[src/rtl/frequency_meter.sv]
// Gated edge counter: counts rising edges of sig_in over GATE_CYCLES clocks and reports once per window.
// Optional FREQ_METER_DUTY_EN adds duty_count (clocks with synchronised sig_in high per window).
module frequency_meter #(
    parameter int unsigned GATE_CYCLES = 100000,
    parameter int unsigned CNT_W       = 20,
    parameter int unsigned SYNC_STAGES = 2
) (
    input  logic             clk_100MHz,
    input  logic             rst,
    input  logic             enable,
    input  logic             sig_in,
    output logic [CNT_W-1:0] count,
    output logic             count_valid,
    output logic             overflow,
    output logic             busy
`ifdef FREQ_METER_DUTY_EN
    ,
    output logic [CNT_W-1:0] duty_count
`endif
);

    localparam int unsigned GATE_W = $clog2(GATE_CYCLES);
    localparam logic [GATE_W-1:0] GATE_LAST = GATE_W'(GATE_CYCLES - 1);
    localparam logic [CNT_W-1:0]  CNT_MAX   = '1;

    typedef enum logic [1:0] {
        IDLE    = 2'd0,
        ARM     = 2'd1,
        MEASURE = 2'd2,
        REPORT  = 2'd3
    } state_t;

    state_t                  r_state;
    state_t                  w_next;
    logic [SYNC_STAGES-1:0]  r_sync;
    logic                    r_prev;
    logic [GATE_W-1:0]       r_gate;
    logic [CNT_W-1:0]        r_edge;
    logic                    r_sat;
    logic [CNT_W-1:0]        r_count;
    logic                    r_overflow;
    logic                    r_valid;
    logic                    r_busy;

    logic                    w_sync;
    logic                    w_rise;
    logic                    w_clear;
    logic                    w_count_en;
    logic                    w_report;
    logic                    w_edge_inc;
    logic [CNT_W-1:0]        w_edge_next;
    logic                    w_sat_next;

    // Synchroniser plus previous-value flop for rising-edge detection
    always_ff @(posedge clk_100MHz or posedge rst) begin
        if (rst) begin
            r_sync <= '0;
            r_prev <= 1'b0;
        end else begin
            if (SYNC_STAGES > 1)
                r_sync <= {r_sync[SYNC_STAGES-2:0], sig_in};
            else
                r_sync <= SYNC_STAGES'(sig_in);
            r_prev <= w_sync;
        end
    end

    assign w_sync = r_sync[SYNC_STAGES-1];
    assign w_rise = w_sync & ~r_prev;

    always_ff @(posedge clk_100MHz or posedge rst) begin
        if (rst) r_state <= IDLE;
        else     r_state <= w_next;
    end

    // Next state and datapath strobes; dropping enable aborts without a report
    always_comb begin
        w_next     = r_state;
        w_clear    = 1'b0;
        w_count_en = 1'b0;
        w_report   = 1'b0;
        case (r_state)
            IDLE: begin
                if (enable) w_next = ARM;
            end
            ARM: begin
                w_clear = 1'b1;
                w_next  = enable ? MEASURE : IDLE;
            end
            MEASURE: begin
                if (!enable) begin
                    w_next = IDLE;
                end else begin
                    w_count_en = 1'b1;
                    if (r_gate == GATE_LAST) begin
                        w_next   = REPORT;
                        w_report = 1'b1;
                    end
                end
            end
            REPORT: begin
                w_next = enable ? ARM : IDLE;
            end
            default: w_next = IDLE;
        endcase
    end

    // Saturating increment; the final gate cycle's edge is folded into the reported value
    assign w_edge_inc  = w_count_en & w_rise;
    assign w_edge_next = (w_edge_inc && (r_edge != CNT_MAX)) ? r_edge + CNT_W'(1) : r_edge;
    assign w_sat_next  = r_sat | (w_edge_inc && (r_edge == CNT_MAX));

    always_ff @(posedge clk_100MHz or posedge rst) begin
        if (rst) begin
            r_gate     <= '0;
            r_edge     <= '0;
            r_sat      <= 1'b0;
            r_count    <= '0;
            r_overflow <= 1'b0;
            r_valid    <= 1'b0;
            r_busy     <= 1'b0;
        end else begin
            if (w_clear) begin
                r_gate <= '0;
                r_edge <= '0;
                r_sat  <= 1'b0;
            end else if (w_count_en) begin
                if (r_gate != GATE_LAST)
                    r_gate <= r_gate + GATE_W'(1);
                r_edge <= w_edge_next;
                r_sat  <= w_sat_next;
            end
            if (w_report) begin
                r_count    <= w_edge_next;
                r_overflow <= w_sat_next;
            end
            r_valid <= w_report;
            r_busy  <= (w_next != IDLE);
        end
    end

    assign count       = r_count;
    assign overflow    = r_overflow;
    assign count_valid = r_valid;
    assign busy        = r_busy;

`ifdef FREQ_METER_DUTY_EN
    logic [CNT_W-1:0] r_duty;
    logic [CNT_W-1:0] r_duty_out;
    logic [CNT_W-1:0] w_duty_next;

    assign w_duty_next = (w_count_en && w_sync && (r_duty != CNT_MAX)) ? r_duty + CNT_W'(1) : r_duty;

    // High-time counter shares the gate window and report timing with the edge counter
    always_ff @(posedge clk_100MHz or posedge rst) begin
        if (rst) begin
            r_duty     <= '0;
            r_duty_out <= '0;
        end else begin
            if (w_clear)         r_duty <= '0;
            else if (w_count_en) r_duty <= w_duty_next;
            if (w_report)        r_duty_out <= w_duty_next;
        end
    end

    assign duty_count = r_duty_out;
`endif

endmodule

[config.mk]
export PLATFORM = sky130hd
export DESIGN_NAME = frequency_meter
export DESIGN_NICKNAME = d
export VERILOG_FILES = /design/src/rtl/frequency_meter.sv
export SDC_FILE = /design/constraint.sdc
export NUM_CORES = 1
export LEC_CHECK = 0
export CORE_MARGIN = 10
export CORE_UTILIZATION = 60
export DETAILED_ROUTE_END_ITERATION = 6
export GPL_TIMING_DRIVEN = 0
export PLACE_DENSITY_LB_ADDON = 0.3
export SYNTH_ARGS = -nofsm -noshare
export SYNTH_HDL_FRONTEND = slang
export SYNTH_SLANG_ARGS = --single-unit
[constraint.sdc]
create_clock -name clk_100MHz -period 5.2 [get_ports clk_100MHz]
set_clock_uncertainty 0.2 [all_clocks]
set_input_delay 0.52 -clock clk_100MHz [delete_from_list [all_inputs] [get_ports clk_100MHz]]
set_output_delay 0.52 -clock clk_100MHz [all_outputs]
set_load 0.01 [all_outputs]
==> results of run 1 <==
[synth_stat cells, types with 3 or more instances]
cell       n
mux2i_1   11
nand2_1   48
nand4_1   11
buf_2      4
and4_1     3
a31oi_1    3
a21oi_1    9
a211oi_1   4
o31ai_1    3
and3_1     5
xnor2_1   15
nor4_1     5
inv_1      8
o21ai_1    3
nor2_1    26
dfrtp_1   66
nand3_1   14
clkbuf_1  12
o21ai_0   21
nor2b_1    3
xor2_1    13
[stage by stage]
step	cell area [µm²]	hold slack [ps]
floorplan	3320	131
CTS	3890	162
global route	3890	168
global placement	3670	136
detailed placement	3690	137
finish	3890	160
[logic make-up after synthesis]
kind of cell,after synthesis
mux,12
fa+ha+maj,2
xor+xnor,28
compound gates,58
buf+inv,26
flops,66
simple gates,140
[layer usage]
| metal | vias up | routed length, µm | global-route usage |
|---|---|---|---|
| met1 | 1266 | 3010 | 0.198 |
| met5 | - | 0 | 0 |
| li1 | 1254 | - | - |
| met2 | 66 | 3410 | 0.276 |
| met4 | 0 | 172 | 0.0937 |
| met3 | 14 | 457 | 0.0420 |
[power by group through the flow]
stage          combinational [mW]  clock (mW)  sequential [mW]
5_1_grt                    0.0813       0.472            0.535
3_3_place_gp               0.0674           0            0.543
6_report                   0.0715       0.445            0.534
3_5_place_dp               0.0720           0            0.543
2_1_floorplan              0.0491           0            0.541
4_1_cts                    0.0721       0.453            0.534
[final cells by class]
type / count / area [µm²] / area share
flip-flops and latches: 66 / 1650 / 0.424
inverters: 8 / 30.0 / 0.00771
clock buffers: 13 / 169 / 0.0434
multi-input cells: 240 / 1560 / 0.401
clock inverters: 2 / 35.0 / 0.00900
repair buffers: 27 / 280 / 0.0720
plain buffers: 18 / 77.6 / 0.0199
well taps: 72 / 90.1 / 0.0231
[critical path, delay by kind of cell]
kind | cells | cell delay [ps]
buffers and inverters | 2 | 690
AO/OA/AOI/OAI | 2 | 290
AND/OR/NAND/NOR | 3 | 1020
[registers in the layout, summed over array words and instances (netlist names)]
signal and count:
r_sat 1, r_state 2, overflow 1, r_gate 17, r_sync 2, count_valid 1, r_edge 20, count 20
busy 1, r_prev 1
[final timing paths]
path	startpoint	to	slack [ps]	cells past startpoint
max in group asynchronous	rst	r_prev	3800	3
min in group asynchronous	rst	r_edge[16]	380	2
max reg2reg	r_edge[0]	r_edge[0]	2800	7
max	enable	count[15]	2760	7
min reg2reg	r_sync[0]	r_sync[1]	160	0
min	r_sync[0]	r_sync[1]	160	0
==> flow_summary_export.csv, run 1 <==
group,metric,value,unit
pwr,p_clk_frac,0.424,
setup_path,crit_chain,"clkdlybuf4s50_1 > and3b_1 > buf_4 > and4_2 > o21ai_2 > or4_1 > a31oi_1",
logic_synthesis,synth_compound_area_frac,0.120,
timing,min_period_over_period,0.470,
setup_path,cp-start-kind,"input port",
logic_synthesis,synthTopCellsByArea,"dfrtp_1 (50%), nand2_1 (5.4%), xnor2_1 (4.0%), xor2_1 (3.4%), mux2i_1 (3.3%)",
floorplanning,fp-row-count,27,
cells_and_area,mostFrequentLayoutCell,"dfrtp_1",
logic_synthesis,synth_cell_type_count,56,
detailed_routing,drc,0,
timing,fin_tns_setup,0,ps
min_path,hold_class,"flip-flop to flip-flop",
cells_and_area,drive_above_1_share,0.104,
setup_path,endpoint_kind,"flip-flop",
cells_and_area,fill_cells,433,
detailed_routing,dr.pass1.iters,4,
global_routing,grt_max_degree,37,
clocking,clkSlewWorstSetupHoldPaths,60,ps
logic_synthesis,synth_fa_ha_area_frac,0.00754,
clocking,cts_max_level,3,
floorplanning,core_area,5440,µm²
detailed_routing,wirelength,7.05,mm
timing,max_clock_freq,0.409,GHz
clocking,cts.sinks,66,
logic_synthesis,yosysSeqAreaShare,0.498,
global_routing,overflow,0,
detailed_routing,viasPerCell,5.83,
logic_synthesis,synth_ff_type,"dfrtp_1",
clocking,worstSkewPairLatency,350,ps
floorplanning,die_x,94.4,µm
pwr,power.net_switching,0.247,mW
logic_synthesis,synthMuxAreaShare,0.0366,
pwr,peakVddDrop,0.194,mV
logic_synthesis,synth_xor_area_frac,0.0739,
clocking,cts_buffers,9,
timing,layout_min_cycle_time,2440,ps
clocking,cts_tree,"done",
logic_synthesis,avgSynthCellArea,10.0,µm²
pwr,p_total,1.05,mW
timing,rsz0062_at_grt,"false",
timing,setup_viol,0,
run_status,status,"finished clean",
logic_synthesis,async_flop_share,1.00,
detailed_routing,initialDrtViolationCount,98,
pwr,p_comb_frac,0.068,
placed_design,dp_slack,2400,ps
logic_synthesis,synth_nets,338,
cells_and_area,area_growth,17.3,%
floorplanning,initial_utilization,0.610,
setup_path,crit_type,"input port to flip-flop",
clocking,cts_buffer_depth,2,
cells_and_area,finish.utilization,0.716,
timing,worst_slew_pin_slew,659,ps
clocking,cts_root_buf,"clkbuf_8",
cells_and_area,final_cell_mix,"dfrtp_1 (66), nand2_1 (48), nor2_1 (26), clkdlybuf4s50_1 (26), o21ai_0 (21)",
clocking,cts_hold_buf,0,
timing,hold_viol_final,0,
placed_design,place.gp.congestion,0.897,
setup_path,cp_slowest_cell,"clkdlybuf4s50_1",
cells_and_area,instances_no_fill,446,
global_routing,antenna_found_initial,0,
logic_synthesis,yosysTopAreaCell,"dfrtp_1",
placed_design,portBuffers,26,
logic_synthesis,post_synth_and_or_nand_nor_area_fraction,0.232,
setup_path,crit_required,5270,ps
detailed_routing,ant_nets,0,
floorplanning,ios,27,
placed_design,hpwlAfterDp,5.09,mm
timing,worst_slack,2760,ps
cells_and_area,finalNetCount,376,
pwr,switching_share,0.235,
clocking,cts_resized,0,
timing,relSlewSlack,0.560,
pwr,p_leak,1.61,nW
floorplanning,die_height,94.4,µm
logic_synthesis,synth_edf_count,0,
logic_synthesis,yosysWarningCount,0,
setup_path,cp_max_fo,8,
logic_synthesis,synth.cell_area,3320,µm²
global_routing,track_usage,0.168,
logic_synthesis,syn_inst,332,
placed_design,placed_cells,431,
setup_path,critical_path.max_stage_delay,540,ps
pwr,power.density,270,nW/µm²
logic_synthesis,synth_top_family_by_area,"simple AND/OR/NAND/NOR gates",
global_routing,grt_pass1_wl,11.9,mm
global_routing,grt_pass1_vias,2541,
logic_synthesis,synth_top_area_frac,0.498,
detailed_routing,routedWlPerCell,15.8,µm
run,drv_cap,0,
pwr,p_int,0.804,mW
cells_and_area,antenna_cells,0,
clocking,postCtsSetupBuffers,0,
floorplanning,die_area,8910,µm²
timing,report.final.slew_viol_count,0,
pwr,sequentialPowerShare,0.508,
setup_path,arrival,2510,ps
detailed_routing,vias,2600,
logic_synthesis,ys_ff_latch,66,
No activity file was read; power rests on OpenSTA's default activity.
==> run 2, diff against run 1 <==
- CORE_UTILIZATION: 60 -> 52
- clock period: 5.2 -> 2.2 ns (I/O delays scaled with it)
==> flow_summary_export.csv, run 2 (synthesis results as in run 1) <==
group,metric,value,unit
run_status,status,"finished with violations",
run_status,violations,"setup timing",
placed_design,dp_slack,-377,ps
detailed_routing,initialDrtViolationCount,141,
setup_path,endpoint_kind,"flip-flop",
clocking,cts_max_level,3,
timing,hold_viol_final,0,
clocking,clkSlewWorstSetupHoldPaths,70,ps
detailed_routing,dr.pass1.iters,4,
clocking,cts_hold_buf,0,
detailed_routing,wirelength,7.82,mm
run,drv_cap,0,
setup_path,critical_path.max_stage_delay,640,ps
cells_and_area,antenna_cells,0,
clocking,cts_buffer_depth,2,
setup_path,crit_type,"flip-flop to flip-flop",
timing,relSlewSlack,0.610,
timing,worst_slack,-1.71,ps
cells_and_area,area_growth,26.2,%
timing,min_period_over_period,1.00,
timing,layout_min_cycle_time,2200,ps
setup_path,cp_slowest_cell,"or4_4",
timing,setup_viol,1,
pwr,p_leak,1.74,nW
timing,worst_slew_pin_slew,584,ps
global_routing,grt_pass1_wl,12.6,mm
clocking,cts.sinks,66,
floorplanning,core_area,6280,µm²
setup_path,cp_max_fo,5,
detailed_routing,routedWlPerCell,16.8,µm
floorplanning,die_height,99.9,µm
cells_and_area,finalNetCount,390,
global_routing,overflow,0,
global_routing,track_usage,0.155,
clocking,cts_root_buf,"clkbuf_8",
pwr,peakVddDrop,0.394,mV
pwr,power.density,590,nW/µm²
floorplanning,initial_utilization,0.529,
clocking,cts_buffers,9,
cells_and_area,drive_above_1_share,0.208,
placed_design,portBuffers,26,
global_routing,grt_max_degree,41,
setup_path,cp-start-kind,"flip-flop",
detailed_routing,ant_nets,0,
pwr,p_total,2.47,mW
detailed_routing,vias,2708,
floorplanning,die_area,9980,µm²
min_path,hold_class,"input port to asynchronous set/reset pin",
detailed_routing,drc,0,
floorplanning,fp-row-count,29,
floorplanning,die_x,99.9,µm
setup_path,crit_chain,"buf_6 > nand4_1 > or4_4 > o2111ai_4 > xor2_2 > o21ai_2",
cells_and_area,mostFrequentLayoutCell,"dfrtp_1",
clocking,worstSkewPairLatency,350,ps
timing,rsz0062_at_grt,"true",
cells_and_area,fill_cells,477,
detailed_routing,viasPerCell,5.81,
cells_and_area,final_cell_mix,"dfrtp_1 (62), nand2_1 (47), nor2_1 (26), clkdlybuf4s50_1 (26), o21ai_0 (19)",
placed_design,place.gp.congestion,0.901,
timing,max_clock_freq,0.454,GHz
global_routing,antenna_found_initial,0,
global_routing,grt_pass1_vias,2668,
placed_design,hpwlAfterDp,5.13,mm
setup_path,crit_required,2230,ps
clocking,cts_tree,"done",
floorplanning,ios,27,
timing,report.final.slew_viol_count,0,
setup_path,arrival,2230,ps
## run 2: changes by cell type in the layout (fill, tap and decap cells not counted), moves of 3 or more
cell,previous run,this run
buf_4,1,18
clkbuf_1,13,7
dfrtp_1,66,62
dfrtp_2,0,4
buf_6,0,3
## run 2: per-layer routing
metal | wire length (µm) | part of all wire | vias to the layer above | track usage
met4 | 204 | 0.026 | 0 | 0.0540
li1 | - | - | 1285 | -
met1 | 3230 | 0.41 | 1336 | 0.182
met3 | 438 | 0.056 | 20 | 0.0495
met5 | 0 | 0 | - | 0
met2 | 3940 | 0.50 | 67 | 0.262
## run 2: cell type report
type / instances / area, µm² / area share
clock buffers: 15 / 196 / 0.0469
well taps: 77 / 96.3 / 0.0230
clock inverters: 1 / 5.00 / 0.00120
plain buffers: 17 / 98.8 / 0.0236
repair buffers: 42 / 400 / 0.0956
inverters: 8 / 30.0 / 0.00717
multi-input cells: 240 / 1700 / 0.407
flip-flops and latches: 66 / 1660 / 0.396
## run 2: stage by stage
| stage | area [µm²] | setup TNS, ps | hold WS (ps) | util | instances |
|---|---|---|---|---|---|
| 2_1_floorplan | 3320 | 0 | 51.4 | - | 332 |
| 3_3_place_gp | 3680 | -70210 | 133 | 0.586 | 435 |
| 3_5_place_dp | 3700 | -5440 | 139 | 0.589 | 436 |
| 4_1_cts | 3970 | 0 | 72.2 | 0.632 | 455 |
| 5_1_grt | 4190 | -388 | 108 | 0.667 | 466 |
| 6_report | 4190 | -1.71 | 54.3 | 0.667 | 466 |
## run 2: worst paths after layout
path	start	to	slack [ps]	cells past startpoint
max	r_edge[19]	count[17]	-2	6
min	rst	r_gate[8]	50	2
max reg2reg	r_edge[19]	count[17]	-2	6
min reg2reg	r_sync[0]	r_sync[1]	150	0
max in group asynchronous	rst	r_edge[17]	1120	3
min in group clk_100MHz	sig_in	r_sync[0]	110	1
## run 2: power breakdown
part / switching [mW] / internal, mW
logic: 0.126 / 0.0616
clock network: 0.459 / 0.563
registers: 0.0222 / 1.24
## run 2: critical path: cells and delay by family (launching register included)
kind,cells,cell delay (ps)
xor gates and xnor gates,1,180
AOI/OAI and AO/OA,2,340
buffers and inverters,1,120
DFF,1,360
and+or+nand+nor,2,880
## run 2: timing repair
item | CTS | global route
pin swaps | 4 | 8
setup buffers | 4 | 11
hold endpoints to repair | 0 | 0
resized for setup | 11 | 49
endpoints found under the setup margin | 27 | 36
